**src/rtl/aes_ctrl_pkg.sv**
```systemverilog
// Shared constants, types and state encoding for the AES round controller.
package aes_ctrl_pkg;

  localparam int AES128_NR    = 10;
  localparam int DP_ROUND_LAT = 5;
  localparam int BLK_W        = 128;
  localparam int KIDX_W       = 4;

  typedef enum logic [1:0] {
    S_IDLE,
    S_KEY0,
    S_ROUND,
    S_DONE
  } ctrl_state_e;

  typedef logic [BLK_W-1:0]  blk_t;
  typedef logic [KIDX_W-1:0] kidx_t;

endpackage

```
**src/rtl/aes_round_timer.sv**
```systemverilog
// Per-round latency window timer: counts LAT enabled cycles, pulses done
// on the last one and clears itself.
module aes_round_timer #(
  parameter  int LAT = 5,
  localparam int W   = (LAT > 1) ? $clog2(LAT) : 1
) (
  input  logic clk_i,
  input  logic rst_i,
  input  logic clr_i,
  input  logic en_i,
  output logic done_o
);

  localparam logic [W-1:0] LAST = W'(LAT - 1);

  logic [W-1:0] cnt_q, cnt_d;

  assign done_o = en_i && (cnt_q == LAST);

  always_comb begin
    cnt_d = cnt_q;
    if (clr_i || done_o) begin
      cnt_d = '0;
    end else if (en_i) begin
      cnt_d = cnt_q + W'(1);
    end
  end

  always_ff @(posedge clk_i) begin
    if (rst_i) begin
      cnt_q <= '0;
    end else begin
      cnt_q <= cnt_d;
    end
  end

endmodule

```
**src/rtl/aes_round_sequencer.sv**
```systemverilog
// Iterative AES controller: initial key add, then NR timed passes through
// the T-box round datapath, result held until the consumer takes it.
module aes_round_sequencer
  import aes_ctrl_pkg::*;
#(
  parameter int NR        = AES128_NR,
  parameter int ROUND_LAT = DP_ROUND_LAT
) (
  input  logic              bram_clk,
  input  logic              rst,
  input  logic              in_valid,
  output logic              in_ready,
  input  logic [BLK_W-1:0]  in_data,
  input  logic              in_dec,
  output logic              out_valid,
  input  logic              out_ready,
  output logic [BLK_W-1:0]  out_data,
  output logic              busy,
  output logic [KIDX_W-1:0] rk_idx,
  input  logic [BLK_W-1:0]  rk_data,
  output logic [BLK_W-1:0]  dp_din,
  output logic [BLK_W-1:0]  dp_key,
  output logic              dp_e_d,
  output logic              dp_t_s,
  input  logic [BLK_W-1:0]  dp_dout
);

  localparam kidx_t NR_IDX = KIDX_W'(NR);
  localparam kidx_t NR_M1  = KIDX_W'(NR - 1);
  localparam kidx_t K_ONE  = KIDX_W'(1);

  ctrl_state_e fsm_q, fsm_d;
  blk_t        blk_q, blk_d;
  blk_t        out_q, out_d;
  kidx_t       idx_q, idx_d;
  kidx_t       rnd_q, rnd_d;
  kidx_t       rnd_nxt;
  logic        dec_q, dec_d;
  logic        ts_q, ts_d;
  logic        ov_q, ov_d;
  logic        tmr_clr, tmr_en, tmr_done;

  aes_round_timer #(
    .LAT (ROUND_LAT)
  ) u_timer (
    .clk_i  (bram_clk),
    .rst_i  (rst),
    .clr_i  (tmr_clr),
    .en_i   (tmr_en),
    .done_o (tmr_done)
  );

  // The key store reads synchronously, so the first index is presented
  // while still idle; the initial-round key is then ready in KEY0.
  assign rk_idx    = (fsm_q == S_IDLE)
                   ? (in_dec ? NR_IDX : '0)
                   : idx_q;
  assign in_ready  = (fsm_q == S_IDLE);
  assign busy      = (fsm_q != S_IDLE);
  assign out_valid = ov_q;
  assign out_data  = out_q;
  assign dp_din    = blk_q;
  assign dp_key    = rk_data;
  assign dp_e_d    = dec_q;
  assign dp_t_s    = ts_q;
  assign rnd_nxt   = rnd_q + K_ONE;

  always_comb begin
    fsm_d   = fsm_q;
    blk_d   = blk_q;
    out_d   = out_q;
    idx_d   = idx_q;
    rnd_d   = rnd_q;
    dec_d   = dec_q;
    ts_d    = ts_q;
    ov_d    = ov_q;
    tmr_clr = 1'b0;
    tmr_en  = 1'b0;
    unique case (fsm_q)
      S_IDLE: begin
        if (in_valid) begin
          blk_d = in_data;
          dec_d = in_dec;
          idx_d = in_dec ? NR_IDX : '0;
          fsm_d = S_KEY0;
        end
      end
      S_KEY0: begin
        blk_d   = blk_q ^ rk_data;
        idx_d   = dec_q ? NR_M1 : K_ONE;
        rnd_d   = K_ONE;
        ts_d    = (NR == 1);
        tmr_clr = 1'b1;
        fsm_d   = S_ROUND;
      end
      S_ROUND: begin
        tmr_en = 1'b1;
        if (tmr_done) begin
          blk_d = dp_dout;
          if (rnd_q == NR_IDX) begin
            out_d = dp_dout;
            ov_d  = 1'b1;
            ts_d  = 1'b0;
            fsm_d = S_DONE;
          end else begin
            rnd_d = rnd_nxt;
            idx_d = dec_q ? idx_q - K_ONE : idx_q + K_ONE;
            ts_d  = (rnd_nxt == NR_IDX);
          end
        end
      end
      S_DONE: begin
        if (out_ready) begin
          ov_d  = 1'b0;
          fsm_d = S_IDLE;
        end
      end
      default: fsm_d = S_IDLE;
    endcase
  end

  always_ff @(posedge bram_clk) begin
    if (rst) begin
      fsm_q <= S_IDLE;
      blk_q <= '0;
      out_q <= '0;
      idx_q <= '0;
      rnd_q <= '0;
      dec_q <= 1'b0;
      ts_q  <= 1'b0;
      ov_q  <= 1'b0;
    end else begin
      fsm_q <= fsm_d;
      blk_q <= blk_d;
      out_q <= out_d;
      idx_q <= idx_d;
      rnd_q <= rnd_d;
      dec_q <= dec_d;
      ts_q  <= ts_d;
      ov_q  <= ov_d;
    end
  end

endmodule

```
**config.mk**
```make
export PLATFORM = sky130hd
export DESIGN_NAME = aes_round_sequencer
export DESIGN_NICKNAME = d
export VERILOG_FILES = /design/src/rtl/aes_ctrl_pkg.sv /design/src/rtl/aes_round_timer.sv /design/src/rtl/aes_round_sequencer.sv
export SDC_FILE = /design/constraint.sdc
export NUM_CORES = 1
export LEC_CHECK = 0
export CAP_MARGIN = 10
export CORE_AREA = 2 2 300 302
export CTS_CLUSTER_DIAMETER = 40
export DETAILED_ROUTE_END_ITERATION = 8
export DIE_AREA = 0 0 302 304
export PLACE_DENSITY = 0.51
export SLEW_MARGIN = 25
export SYNTH_ARGS = -nofsm -noshare
export SYNTH_HDL_FRONTEND = slang
export SYNTH_SLANG_ARGS = --single-unit
export TNS_END_PERCENT = 50
```
**constraint.sdc**
```tcl
create_clock -name bram_clk -period 4.4 [get_ports bram_clk]
set_clock_uncertainty 0.05 [all_clocks]
set_input_delay 0.88 -clock bram_clk [delete_from_list [all_inputs] [get_ports bram_clk]]
set_output_delay 0.88 -clock bram_clk [all_outputs]
set_load 0.02 [all_outputs]
```
After elaboration in Yosys (flattened, before gate mapping)

Cells that the tools add are included.

Flip-flop bits (word level): 272
Output and inout bits: 393

$add $sub $neg: 4
Equal/unequal tests: 11
Muxes and demuxes: 28
Bitwise operators: 1
Reduce and logical (&&, ||, !) cells: 16

Operators with widths:

| kind                                                 | count |
|---|---|
| case mux 128 bit (3 select lines)                    | 1 |
| 2-to-1 mux 128 bit                                   | 2 |
| bitwise XOR 128 bit                                  | 1 |
| 2-to-1 mux 4 bit                                     | 9 |
| case mux 4 bit (3 select lines)                      | 1 |
| AND reduction 4 bit                                  | 3 |
| AND reduction 3 bit                                  | 3 |
| adder 4 x 1 -> 4 bit (second input constant)         | 2 |
| equality test 4 bit (second input constant)          | 2 |
| 2-to-1 mux 2 bit                                     | 4 |
| != test 2 bit (second input constant)                | 4 |
| case mux 2 bit (4 select lines)                      | 1 |
| case mux 4 bit (2 select lines)                      | 1 |
| 2-to-1 mux 1 bit                                     | 7 |
| nonzero test 2 bit                                   | 3 |
| equality test 2 bit (second input constant)          | 2 |
| case mux 1 bit (2 select lines)                      | 2 |
| AND reduction 2 bit                                  | 2 |
| subtractor 4 x 1 -> 4 bit (second input constant)    | 1 |
| adder 3 x 1 -> 3 bit (second input constant)         | 1 |
| equality test 3 bit (second input constant)          | 1 |
| nonzero test 3 bit                                   | 1 |
| equality test 2 x 1 -> 1 bit (second input constant) | 1 |
| logical NOT 2 bit                                    | 1 |
| 4 further kinds                                      | 4 |

Longest topological paths before layout

Gate-level depths: netlist (run 1).

Word-level depth: 5
Mapped depth: 10
Gate-level depth less buffers: 6

By module

Synthesis (run 1) repeated with hierarchy kept, for this count alone.

Cell total of the unflattened synthesis: 1934
Area, all modules: 14586.5 µm²

Modules (own cells, without submodules):

| module              | times used | cells an instance | area each (µm²) |
|---|---|---|---|
| aes_round_sequencer | 1          | 1917              | 14416.3 |
| aes_round_timer     | 1          | 17                | 170.2 |

Worst setup path before layout (run 1)

Ideal clock, no wire load.

Path kind: reg-to-output
Start: register fsm_q[0]
End: output rk_idx[1]
Arrival time: 1.397 ns
Required time: 3.470 ns
Setup slack: 2.073 ns
Stages on the path, launching flop included: 5
Path buffers: 1
Cell sequence: dfxtp_1 inv_1 ha_1 buf_6 o21ai_0

Longest elaborated chain between the ends: 2

Ends and longest elaborated chain:

| element                  | line                       | text |
|---|---|---|
| start: declaration       | aes_round_sequencer.sv:32  | `ctrl_state_e fsm_q, fsm_d;` |
| start signal: assignment | aes_round_sequencer.sv:133 | `fsm_q <= fsm_d;` |
| logical NOT 2 bit        | -                          |  |
| via in_ready             | aes_round_sequencer.sv:12  | `output logic in_ready,` |
| 2-to-1 mux 4 bit         | aes_round_sequencer.sv:56  | `? (in_dec ? NR_IDX : '0)` |
| end: declaration         | aes_round_sequencer.sv:19  | `output logic [KIDX_W-1:0] rk_idx,` |

The timed path passes the listed nets, and every way through them passes these cells.

Worst setup path after layout (run 1)

Start: register fsm_q[0]
End: output rk_idx[3]

Longest elaborated chain between the ends: 2

Ends and longest elaborated chain:

| element           | line                      | text |
|---|---|---|
| logical NOT 2 bit | aes_round_sequencer.sv:55 | `assign rk_idx = (fsm_q == S_IDLE)` |
| 2-to-1 mux 4 bit  | aes_round_sequencer.sv:56 |  |

No other way between the ends.

==> results.yml, run 1 <==
floorplan:
  design.portCount: 782
  die-height_um: 304
  fp.dieArea_sq_um: 91800
  dieWidth_um: 302
  initial_core_util_pct: 16.4
  fp.coreArea_sq_um: 89000
  rows: 110
worst_hold_path:
  worstHoldStart: "out_data[45]"
  hold_path.class: "flip-flop to flip-flop"
worst_setup_path:
  crit_path_max_incr_delay_ps: 680
  worst-path-max-fanout: 11
  critical_path_arrival_ps: 2340
  cpMaxStageDelayCell: "sky130_fd_sc_hd__clkdlybuf4s50_1"
  setup.worst_path.start_class: "flip-flop"
  worstSetupPathType: "flip-flop to output pin"
  crit-reg2reg-launch: "fsm_q[0]"
  worst_setup_path_startpoint: "fsm_q[0]"
  required_ps: 3470
  worst_setup_path_end_kind: "output pin"
  timing.critical_path.cells: "inv_1 -> ha_4 -> o21ai_0 -> clkdlybuf4s50_1"
run:
  maxCapViolations: 0
sta:
  fin_setup_tns_ps: 0
  worst_slew_margin_rel_pct: 36.7
  fin_worst_hold_slack_ps: 399
  worst_slew_pin_slew_ps: 949
  timing.final.max_slew_violations: 0
  worst_slack_ps: 1130
  final_period_minus_worst_setup_slack_ps: 3270
  maximum_clock_frequency_ghz: 0.306
  setup_repair_after_global_routing_missed_its_margin: "false"
  timing.final.crit_share_pct: 74.4
  setup_violations: 0
  final-hold-violation-count: 0
clock_tree:
  ctsLongestPathBuffers: 3
  cts_hold_buffers: 0
  numCtsBuffers: 69
  cts_root_buf: "sky130_fd_sc_hd__clkbuf_16"
  clkSlewWorstSetupHoldPaths_ps: 40
  cts.repair_timing.setup_buffer_count: 0
  cts_tree: "done"
  cts-resized-gates: 0
  clock_latency_ps: 570
  cts.htree.levels: 3
  cts_sinks: 272
synth:
  synthesis.nets: 2339
  synth.avg_cell_area_sq_um: 7.55
  synth-main-ff-cell: "sky130_fd_sc_hd__dfxtp_1"
  synth-seq-area-share_pct: 37.3
  synth_edf_count: 0
  synth_area_leaders: "sky130_fd_sc_hd__dfxtp_1 (37%), sky130_fd_sc_hd__a21oi_1 (14%), sky130_fd_sc_hd__buf_4 (7.1%), sky130_fd_sc_hd__nand2_1 (6.8%), sky130_fd_sc_hd__nand3b_1 (6.6%)"
  post_synth_inst_count: 1936
  synth_simple_gate_area_share_pct: 23.8
  compound_gate_portion_of_the_synthesized_area_pct: 25.6
  post_synth_top_area_share_pct: 37.3
  synth.ff_latch_count: 272
  yosysTopAreaCell: "sky130_fd_sc_hd__dfxtp_1"
  post_synth_num_cell_types: 38
  ys_async_sr_fraction_pct: 0
  yosys.area_share.adder_pct: 1.25
  mappedNetlistArea_sq_um: 14600
  synth_top_family_by_area: "compound AO/OA/AOI/OAI gates"
  yosys_warnings: 0
  synth-xor-area-share_pct: 0.240
  post_synth_mux_area_share_pct: 0.146
place:
  io_buffers: 781
  placed_cell_area_sq_um: 22700
  placed_cells: 3649
  gp_congestion: 0.851
  post_detailed_placement_half_perimeter_wirelength_um: 50100
  dpl_worst_slack_ps: 1130
pwr:
  total_leakage_power_nw: 8.76
  max-vdd-ir-drop_mv: 0.510
  totalPowerFinal_mw: 15.7
  p_per_area_nw_per_um2: 625
grt:
  grt_remaining_overflow: 0
  antenna_violations_before_repair: 3
  grt_pass1_vias: 15100
  global_route.usage.total_pct: 14.6
  grt_max_degree: 114
  grt_first_pass_wirelength_um: 102000
final_layout:
  final_nets: 2947
  nFillCells: 9494
  sequential_cell_area_sq_um: 5450
  multiInputGateArea_sq_um: 7500
  drive_above_1_share_pct: 5.93
  areaGrowthSynthToFinish_pct: 71.9
  fin_area_sq_um: 25100
  finalNonFillerCells: 3777
  final_core_utilization_pct: 28.2
detailed_routing:
  finalWirelength_um: 70100
  post_drt_via_cell_ratio: 4.19
  detailedRoute.firstPassIterationCount: 5
  detail_route.drc_violations: 0
  drtIter0Drc: 883
  antenna_violating_nets_post_route: 0
  avgRoutedWirePerCell_um: 18.6
  detailroute.via_count: 15800
status:
  run_status: "complete, no violations"
per-layer routing:
layer	wire (um)	track usage, %
met1	29200	18.0
met2	33500	24.4
met3	5090	3.61
met4	2310	5.55
met5	0	0
worst paths after layout:
kind	end	slack, ps	depth (start not counted)
hold / removal	out_data[45]	400	2
setup reg to reg	out_data[81]	1320	7
setup / recovery	rk_idx[3]	1130	4
hold reg to reg	out_data[45]	400	2
final cells by class:
cell class | count | area share, %
clock inverters | 31 | 1.93
repair buffers | 810 | 32.7
well taps | 1176 | 5.86
multi-input cells | 1382 | 29.8
inverters | 9 | 0.134
clock buffers | 95 | 7.87
diodes | 2 | 0.0199
flip-flops and latches | 272 | 21.7
synth_stat cells, types with 2 or more instances:
| library cell | number |
|---|---|
| sky130_fd_sc_hd__a21oi_1 | 395 |
| sky130_fd_sc_hd__dfxtp_1 | 272 |
| sky130_fd_sc_hd__nand2_1 | 266 |
| sky130_fd_sc_hd__buf_4 | 139 |
| sky130_fd_sc_hd__nor2_1 | 137 |
| sky130_fd_sc_hd__o21ai_0 | 134 |
| sky130_fd_sc_hd__nor2b_1 | 133 |
| sky130_fd_sc_hd__nand3b_1 | 129 |
| sky130_fd_sc_hd__a21o_1 | 128 |
| sky130_fd_sc_hd__clkbuf_1 | 102 |
| sky130_fd_sc_hd__buf_2 | 16 |
| sky130_fd_sc_hd__buf_6 | 16 |
| sky130_fd_sc_hd__ha_1 | 13 |
| sky130_fd_sc_hd__inv_1 | 9 |
| sky130_fd_sc_hd__nand3_1 | 7 |
| sky130_fd_sc_hd__nor3_1 | 6 |
| sky130_fd_sc_hd__a211oi_1 | 4 |
| sky130_fd_sc_hd__nand2b_1 | 3 |
| sky130_fd_sc_hd__nand4_1 | 3 |
| sky130_fd_sc_hd__a31oi_1 | 2 |
| sky130_fd_sc_hd__and2_1 | 2 |
| sky130_fd_sc_hd__and3_1 | 2 |
| sky130_fd_sc_hd__xnor2_1 | 2 |
| sky130_fd_sc_hd__xor2_1 | 2 |
flip-flops by register name, summed over array words and instances (netlist names):
| name | cells |
|---|---|
| dp_din | 128 |
| dp_e_d | 1 |
| dp_t_s | 1 |
| fsm_q | 2 |
| idx_q | 4 |
| out_data | 128 |
| out_valid | 1 |
| rnd_q | 4 |
| u_timer.cnt_q | 3 |
cell families (layout without fill, tap and decap cells):
family / after synthesis / after routing
other cells: 0 / 2
fa+ha+maj: 14 / 14
xor+xnor: 4 / 4
simple gates: 692 / 692
buf+inv: 282 / 945
compound gates: 670 / 670
flops: 272 / 272
mux: 2 / 2
where the power goes:
group	internal (mW)	switching, mW	total [mW]
clock network	3.73	1.67	5.40
logic	2.95	3.92	6.87
registers	3.02	0.411	3.43
worst max-delay path, delay by kind of cell, from the launching register on:
kind	cells	cell delay (ps)
compound gates	1	320
fa+ha+maj	1	240
flops	1	400
buf+inv	2	810
placed cells by master, fill, tap and decap left out, drive strengths merged, types with 2 or more instances in the layout:
| cell | n |
|---|---|
| dfxtp | 272 |
| and3 | 2 |
| clkinv | 14 |
| a21o | 128 |
| diode | 2 |
| buf | 30 |
| a211oi | 4 |
| nor2b | 134 |
| nor3 | 6 |
| xor2 | 2 |
| ha | 13 |
| and2 | 2 |
| a211o | 2 |
| clkinvlp | 4 |
| inv | 12 |
| nand4 | 3 |
| a21oi | 395 |
| bufinv | 10 |
| nor2 | 137 |
| clkdlybuf4s50 | 780 |
| nand2 | 267 |
| nand2b | 3 |
| xnor2 | 2 |
| a31oi | 2 |
| clkbuf | 95 |
| nand3 | 7 |
| nand3b | 129 |
| o21ai | 134 |
Note: power is estimated with default switching activity, not from simulation.
==> run 2, diff against run 1 <==
Clock period 4.4 ns to 3.37 ns, I/O delays scaled along.
==> run 2 against run 1 <==
Sequential power rose by 31%. Via count rose by 0.13%. Core utilization rose by 0.32 points. Sequential share of layout area fell by 0.24 points. Global-route usage barely moved. Non-clock buffer count rose by 17. Count of clock-buffer cells in the layout rose by 2. Critical endpoint unchanged. Largest cell class unchanged. Highest routed layer unchanged.
==> results.yml, run 2 (synthesized netlist as in run 1, its figures left out) <==
status:
  run_status: "complete, no violations"
final_layout:
  areaGrowthSynthToFinish_pct: 73.9
  drive_above_1_share_pct: 6.74
  final_nets: 2966
  layout.cells.most_common: "sky130_fd_sc_hd__clkdlybuf4s50_1"
  fin_area_sq_um: 25400
  layout.cells.most_common_list: "sky130_fd_sc_hd__clkdlybuf4s50_1 (780), sky130_fd_sc_hd__a21oi_1 (395), sky130_fd_sc_hd__dfxtp_1 (272), sky130_fd_sc_hd__nand2_1 (265), sky130_fd_sc_hd__nor2_1 (136)"
sta:
  final_period_minus_worst_setup_slack_ps: 3110
  timing.final.max_slew_violations: 0
  worst_slew_margin_rel_pct: 47.4
  timing.final.crit_share_pct: 92.4
  fin_worst_hold_slack_ps: 398
  worst_slack_ps: 256
  worst_slew_pin_slew_ps: 789
  maximum_clock_frequency_ghz: 0.321
  setup_repair_after_global_routing_missed_its_margin: "false"
  final-hold-violation-count: 0
  fin_setup_tns_ps: 0
  setup_violations: 0
place:
  io_buffers: 781
  gp_congestion: 0.848
  dpl_worst_slack_ps: 478
  placed_cell_area_sq_um: 22800
  post_detailed_placement_half_perimeter_wirelength_um: 51500
floorplan:
  dieWidth_um: 302
  fp.dieArea_sq_um: 91800
  fp.coreArea_sq_um: 89000
  die-height_um: 304
  initial_core_util_pct: 16.4
  design.portCount: 782
  rows: 110
detailed_routing:
  antenna_violating_nets_post_route: 0
  avgRoutedWirePerCell_um: 18.6
  detail_route.drc_violations: 0
  detailedRoute.firstPassIterationCount: 5
  finalWirelength_um: 70500
  drtIter0Drc: 891
  post_drt_via_cell_ratio: 4.19
  detailroute.via_count: 15900
grt:
  grt_first_pass_wirelength_um: 102000
  grt_remaining_overflow: 0
  antenna_violations_before_repair: 1
  grt_max_degree: 78
  global_route.usage.total_pct: 14.6
  grt_pass1_vias: 15300
clock_tree:
  clock_latency_ps: 580
  cts-resized-gates: 0
  ctsLongestPathBuffers: 3
  clkSlewWorstSetupHoldPaths_ps: 50
  cts.repair_timing.setup_buffer_count: 0
  cts_sinks: 272
  numCtsBuffers: 71
  cts_tree: "done"
  cts_root_buf: "sky130_fd_sc_hd__clkbuf_16"
  cts_hold_buffers: 0
  cts.htree.levels: 3
worst_setup_path:
  worst-path-max-fanout: 11
  cpMaxStageDelayCell: "sky130_fd_sc_hd__clkdlybuf4s50_1"
  path_delay_family: "buffers and inverters"
  required_ps: 2650
  worst_setup_path_end_kind: "output pin"
  worstSetupPathType: "flip-flop to output pin"
  critical_path_arrival_ps: 2390
  combined_buffer_and_inverter_count_along_the_critical_path: 2
  timing.critical_path.cells: "inv_1 -> ha_4 -> o21ai_0 -> clkdlybuf4s50_1"
  crit_path_max_incr_delay_ps: 680
  worst_case_register_to_register_setup_slack_ps: 700
  setup.worst_path.start_class: "flip-flop"
run:
  maxCapViolations: 0
pwr:
  max-vdd-ir-drop_mv: 0.549
  p_per_area_nw_per_um2: 823
  total_leakage_power_nw: 8.92
  totalPowerFinal_mw: 20.9
worst_hold_path:
  hold_path.class: "flip-flop to flip-flop"
==> run 2: changes by cell type in the layout (fill, tap and decap cells not counted), sizes merged <==
cell      delta
bufinv       +1
buf         +17
clkbuf       +2
inv          -3
diode        -1
clkinv       -4
clkinvlp     +1
==> run 2: path summary, 6_finish.rpt <==
kind | from | end | cells after the start
setup reg to reg | fsm_q[0] | dp_din[1] | 6
hold / removal | out_data[112] | out_data[112] | 2
hold reg to reg | out_data[112] | out_data[112] | 2
setup / recovery | fsm_q[0] | rk_idx[3] | 4
==> run 2: metal layers <==
layer / vias to the layer above / global-route usage [%] / share of wire, %
li1: 7757 / - / -
met1: 7422 / 17.8 / 42
met4: 0 / 5.49 / 3.1
met3: 113 / 3.47 / 6.5
met2: 573 / 24.8 / 48
met5: - / 0 / 0
==> run 2: worst min-delay path, stage by stage (launching register included) <==
cell	delay, ps
sky130_fd_sc_hd__dfxtp_1	300
sky130_fd_sc_hd__nand2_1	50
sky130_fd_sc_hd__a21oi_1	50
==> run 2: area by class of cell <==
type / count / area, sq um
Fill cell: 9574 / 63600
Timing Repair Buffer: 827 / 8390
Multi-Input combinational cell: 1382 / 7500
Sequential cell: 272 / 5450
Clock buffer: 97 / 2130
Tap cell: 1176 / 1470
Clock inverter: 26 / 444
Inverter: 9 / 33.8
Antenna cell: 1 / 2.50
==> run 2: per-stage QoR <==
stage	cells	util, %
after detailed placement	3666	25.6
after floorplan	1936	-
after CTS	3789	28.5
after global routing	3789	28.5
after global placement	3666	25.6
final	3790	28.5
==> run 2: power breakdown <==
group	leakage, nW	switching (mW)	internal [mW]
Combinational	5.45	5.13	3.96
Sequential	2.21	0.542	3.95
Clock	1.25	2.13	5.20
Total	8.92	7.80	13.1
